==> src/rtl/cordic_pkg.sv <==
// Purpose: shared types and constants for the CORDIC result path.
// Latency: n/a (declarations only).
// Backpressure: n/a.
package cordic_pkg;

    localparam int FIXED_W_DEF = 23;
    localparam int FRAC_W_DEF  = 21;
    localparam int FP_EXP_BIAS = 127;

    typedef enum logic [1:0] {
        IDLE,
        NORM,
        PACK
    } state_t;

    typedef struct packed {
        logic       sign;
        logic [7:0] exp;
        logic [22:0] frac;
    } float_t;

endpackage

==> src/rtl/cordic_fixed_to_float_if.sv <==
// Purpose: start/done handshake and data bus between the control logic and the converter.
// Latency: n/a (wiring only).
// Backpressure: none; the requester waits for done before issuing the next start.
// Signals: start, fixedPoint_in (requester -> converter); done, float_result (converter -> requester).
interface cordic_fixed_to_float_if #(
    parameter int FIXED_W = cordic_pkg::FIXED_W_DEF
);
    logic               start;
    logic [FIXED_W-1:0] fixedPoint_in;
    logic               done;
    logic [31:0]        float_result;

    modport master (
        output start,
        output fixedPoint_in,
        input  done,
        input  float_result
    );

    modport slave (
        input  start,
        input  fixedPoint_in,
        output done,
        output float_result
    );
endinterface

==> src/rtl/cordic_fixed_to_float.sv <==
// Purpose: serial converter from signed fixed-point CORDIC output to IEEE-754 single.
// Latency: s+2 enabled edges for nonzero input (s = leading zeros below the MSB), 1 for zero.
// Backpressure: start only accepted in IDLE; anything else is dropped, all updates gated by clk_en.
// Ports: clk, reset (sync, active-high), clk_en; bus (slave): start, fixedPoint_in, done, float_result.
module cordic_fixed_to_float
    import cordic_pkg::*;
#(
    parameter int FIXED_W = FIXED_W_DEF,
    parameter int FRAC_W  = FRAC_W_DEF
) (
    input  logic                    clk,
    input  logic                    reset,
    input  logic                    clk_en,
    cordic_fixed_to_float_if.slave  bus
);

    // Exponent when the leading one already sits in the MSB of mag.
    localparam int EXP_BASE = FP_EXP_BIAS + FIXED_W - 1 - FRAC_W;

    state_t             state_q, state_d;
    logic [FIXED_W-1:0] mag_q, mag_d;
    logic [4:0]         s_q, s_d;
    logic               sign_q, sign_d;
    logic               done_q, done_d;
    float_t             result_q, result_d;

    logic [FIXED_W-1:0] in_mag;
    logic [7:0]         pack_exp;
    logic [22:0]        pack_frac;

    // The most negative input negates to 2^(FIXED_W-1), which is still
    // representable as an unsigned FIXED_W-bit magnitude.
    assign in_mag = bus.fixedPoint_in[FIXED_W-1] ? (~bus.fixedPoint_in + FIXED_W'(1))
                                                 : bus.fixedPoint_in;

    assign pack_exp = 8'(EXP_BASE - int'(s_q));

    // Left-align mag into 24 bits so the hidden one lands on bit 23 and
    // the remaining bits form the zero-padded fraction.
    assign pack_frac = 23'(24'(mag_q) << (24 - FIXED_W));

    always_comb begin
        state_d  = state_q;
        mag_d    = mag_q;
        s_d      = s_q;
        sign_d   = sign_q;
        done_d   = 1'b0;
        result_d = result_q;
        case (state_q)
            IDLE: begin
                if (bus.start) begin
                    sign_d  = bus.fixedPoint_in[FIXED_W-1];
                    mag_d   = in_mag;
                    s_d     = 5'd0;
                    state_d = (in_mag == '0) ? PACK : NORM;
                end
            end
            NORM: begin
                if (!mag_q[FIXED_W-1]) begin
                    mag_d = mag_q << 1;
                    s_d   = s_q + 5'd1;
                end else begin
                    state_d = PACK;
                end
            end
            PACK: begin
                done_d  = 1'b1;
                state_d = IDLE;
                // Zero bypasses the sign so -0.0 is never produced.
                if (mag_q == '0) begin
                    result_d = '0;
                end else begin
                    result_d.sign = sign_q;
                    result_d.exp  = pack_exp;
                    result_d.frac = pack_frac;
                end
            end
            default: begin
                state_d = IDLE;
            end
        endcase
    end

    always_ff @(posedge clk) begin
        if (reset) begin
            state_q  <= IDLE;
            mag_q    <= '0;
            s_q      <= '0;
            sign_q   <= 1'b0;
            done_q   <= 1'b0;
            result_q <= '0;
        end else if (clk_en) begin
            state_q  <= state_d;
            mag_q    <= mag_d;
            s_q      <= s_d;
            sign_q   <= sign_d;
            done_q   <= done_d;
            result_q <= result_d;
        end
    end

    assign bus.done         = done_q;
    assign bus.float_result = result_q;

endmodule

==> src/flat_wrapper.sv <==
// flat-port wrapper written by rule: the top's interface ports become plain ports
module cordic_fixed_to_float_flat import cordic_pkg::*;
#(
    parameter int FIXED_W = FIXED_W_DEF,
    parameter int FRAC_W  = FRAC_W_DEF
)
  (clk, reset, clk_en, bus_start, bus_fixedPoint_in, bus_done, bus_float_result);
  cordic_fixed_to_float_if #(.FIXED_W(FIXED_W)) bus_i ();
  input  logic clk;
  input  logic reset;
  input  logic clk_en;
  input wire logic [$bits(bus_i.start)-1:0] bus_start;
  input wire logic [$bits(bus_i.fixedPoint_in)-1:0] bus_fixedPoint_in;
  output wire logic [$bits(bus_i.done)-1:0] bus_done;
  output wire logic [$bits(bus_i.float_result)-1:0] bus_float_result;
  assign bus_i.start = bus_start;
  assign bus_i.fixedPoint_in = bus_fixedPoint_in;
  assign bus_done = bus_i.done;
  assign bus_float_result = bus_i.float_result;
  cordic_fixed_to_float #(.FIXED_W(FIXED_W), .FRAC_W(FRAC_W)) u_core (.clk(clk), .reset(reset), .clk_en(clk_en), .bus(bus_i));
endmodule
==> config.mk <==
export PLATFORM = sky130hd
export DESIGN_NAME = cordic_fixed_to_float_flat
export DESIGN_NICKNAME = d
export VERILOG_FILES = /design/src/rtl/cordic_pkg.sv /design/src/rtl/cordic_fixed_to_float_if.sv /design/src/rtl/cordic_fixed_to_float.sv /design/src/flat_wrapper.sv
export SDC_FILE = /design/constraint.sdc
export NUM_CORES = 1
export LEC_CHECK = 0
export CAP_MARGIN = 10
export CORE_ASPECT_RATIO = 2
export CORE_MARGIN = 1.5
export CORE_UTILIZATION = 45
export CTS_CLUSTER_DIAMETER = 80
export DETAILED_ROUTE_END_ITERATION = 8
export GPL_TIMING_DRIVEN = 0
export PLACE_DENSITY_LB_ADDON = 0.08
export SYNTH_ARGS = -nofsm -noshare
export SYNTH_HDL_FRONTEND = slang
export SYNTH_SLANG_ARGS = --single-unit
==> constraint.sdc <==
create_clock -name clk -period 3.5 [get_ports clk]
set_input_delay 0.7 -clock clk [delete_from_list [all_inputs] [get_ports clk]]
set_output_delay 0.7 -clock clk [all_outputs]
set_load 0.01 [all_outputs]
==> results of run 1 <==
[stage by stage]
stage / worst slack [ns] / std cells / setup TNS, ns
finish: 0.1266 / 609 / 0
global route: 0.003849 / 609 / 0
CTS: 0.004170 / 609 / 0
detailed placement: -0.3764 / 593 / -0.7150
global placement: -0.3803 / 593 / -0.7191
floorplan: 0.5016 / 447 / 0
[metal layers]
metal | GRT usage, % | up-vias
met4 | 16.15 | 0
met3 | 3.661 | 28
li1 | - | 1750
met5 | 0 | -
met1 | 23.76 | 1585
met2 | 48.04 | 97
[tightest hold or removal path: stages (launching register included)]
cell,delay (ns)
dfxtp_1,0.30
nand2_1,0.05
a21oi_1,0.05
[final timing paths]
kind                                                   from                          end  slack [ns]  depth (start not counted)
worst max-delay path                  bus_fixedPoint_in[16]            u_core.state_q[1]        0.13                          9
worst min register to register  u_core.bus.float_result[27]  u_core.bus.float_result[27]        0.45                          2
worst min-delay path            u_core.bus.float_result[27]  u_core.bus.float_result[27]        0.45                          2
worst max register to register            u_core.state_q[1]              u_core.mag_q[4]        0.93                          6
[synth_stat cells, drive strengths merged (9+ instances only)]
cell    instances  area share, %
a211oi         12            2.6
a21oi          51            7.5
nor2           39            4.3
xnor2          11            2.8
xor2           14            3.6
o21ai          13            1.9
nand3          12            1.8
nand2          68            7.5
a221oi         10            2.6
nand2b          9            1.6
nor3           23            3.4
dfxtp          63             37
clkbuf         29            3.2
nor4           13            2.4
[cell type report]
cell class                      count  share of cell area [%]
Multi-Input combinational cell    344                   46.00
Sequential cell                    63                   28.62
Timing Repair Buffer               54                   12.21
Clock buffer                       13                   6.133
Buffer                             34                   3.010
Tap cell                           92                   2.612
Clock inverter                      3                  0.9086
Inverter                            6                  0.5111
[power by group]
part           switching [W]  internal (W)
clock               0.000296      0.000606
combinational       0.000176      0.000113
sequential         0.0000387      0.000750
[cells by family (layout without fill, tap and decap cells)]
family,Yosys count,in the layout,synth area share (%)
AOI/OAI and AO/OA,112,112,21.01
xor gates and xnor gates,25,25,6.406
adders and majority gates,4,4,1.464
DFF,63,63,36.90
muxes,5,5,1.537
buffers and inverters,40,110,4.539
and+or+nand+nor,197,197,28.04
other,1,1,0.1097
[flip-flops by register name, summed over array words and instances (netlist names)]
register / flops
u_core.bus.float_result: 31
u_core.mag_q: 23
u_core.s_q: 5
u_core.state_q: 2
u_core.bus.done: 1
u_core.sign_q: 1
==> flow_summary.toml, run 1 <==
[critical_path]
critical_path_arrival_ns = 3.56
required_ns = 3.68
crit_family = "simple AND/OR/NAND/NOR gates"
setup.worst_path.end_class = "flop"
startpoint_type = "primary input"
cpPeakStageDelay_ns = 0.56
crit_buf_inv = 2
crit_path_max_fanout = 6
cp_cell_sequence = "clkdlybuf4s50_1 > or4_1 > buf_2 > or4b_4 > or4b_4 > and4b_1 > and3_1 > nand4_1 > a221oi_1"
cp_slowest_cell = "or4b_4"
cp_common_cell = "or4b_4"
path_class = "in -> reg"

[clocking]
cts.clk_slew.worst_paths_ns = 0.05
insertion_delay_ns = 0.33
cts_max_level = 3
postCtsHoldBufs = 0
cts-buffers-inserted = 9
clk_path_buf_depth = 2
post_cts_resized = 2
cts_root_buffer = "clkbuf_16"
cts_tree = "built"
cts_setup_buffers = 0
clkSinkCount = 63

[die]
die_area_sq_mm = 0.008160
die_y_um = 126.3
initial_core_util_pct = 46.68
core_area_sq_mm = 0.007322
fp.dieW_um = 64.63
ios = 60
num_rows = 44

[route]
wl_per_cell_um = 15.81
top_layer = "met4"
drt_pass1_iterations = 4
dr_wl_met2_um = 5473
drt_iter0_drc = 211
drc = 0
postRouteAntennaNets = 0
wl_um = 9628
via_per_inst = 5.681
met3RoutedLength_um = 280
vias = 3460
met1_length_um = 3453

[run]
drv_cap = 0

[final_layout]
antennaDiodeCount = 0
area_delta_synth_final_pct = 28.92
layout_common_cells = "68 x nand2_1, 63 x dfxtp_1, 52 x clkdlybuf4s50_1"
nets = 543
final_util_pct = 60.18
mostFrequentLayoutCell = "nand2_1"
nFillCells = 726
drive_gt1_share_pct = 5.029
design_area_sq_mm = 0.004407
multi_input_area_sq_mm = 0.002027
seqCellArea_sq_mm = 0.001261

[yosys]
dominantRegCellSynth = "dfxtp_1"
syn-cell-area_sq_mm = 0.003418
ys_types = 52
syn_area_per_cell_sq_um = 7.647
synth-edff-count = 0
yosys_warnings = 0
synth-seq-area-share_pct = 36.90
synth.net_count = 478
syn_inst = 447
ys_ff_latch = 63
async_flop_share_pct = 0

[power]
p_leak_nw = 1.484
vdd_drop_max_mv = 0.2857
power_w = 0.001980
p_per_area_mw_per_mm2 = 449.4

[grt]
grt_max_degree = 11
grt_antenna_before_repair = 0
grt_pass1_wl_um = 15790
track_usage_pct = 25.11
grt_pass1_vias = 3353
grt_overflow = 0

[sta]
setup_viol = 0
fin_worst_skew_ns = 0.004311
period_share_pct = 96.38
holdWs_ns = 0.4461
rsz0062_at_grt = "false"
slew_headroom_pct = 25.41
min_period_ns = 3.373
finalMaxSlewViolations = 0
fmax_mhz = 296.4
worst_pin_slew_ns = 1.112
hold_viol_final = 0

[placement]
placed_area_sq_mm = 0.004074
io_buffer_count = 54
gp_congestion = 0.9311
place_hpwl_um = 7700

[min_path]
worstHoldPathType = "reg -> reg"

[outcome]
outcome = "complete, no violations"
Power figures use the tool's default switching activity.
==> run 2: changes to the inputs <==
--- a/config.mk
+++ b/config.mk
@@ -13,6 +13,7 @@
 export DETAILED_ROUTE_END_ITERATION = 8
 export GPL_TIMING_DRIVEN = 0
 export PLACE_DENSITY_LB_ADDON = 0.08
+export SKIP_LAST_GASP = 1
 export SYNTH_ARGS = -nofsm -noshare
 export SYNTH_HDL_FRONTEND = slang
 export SYNTH_SLANG_ARGS = --single-unit
==> results of run 2 <==
The final DEF is identical to that of run 1; final timing and power are the same.
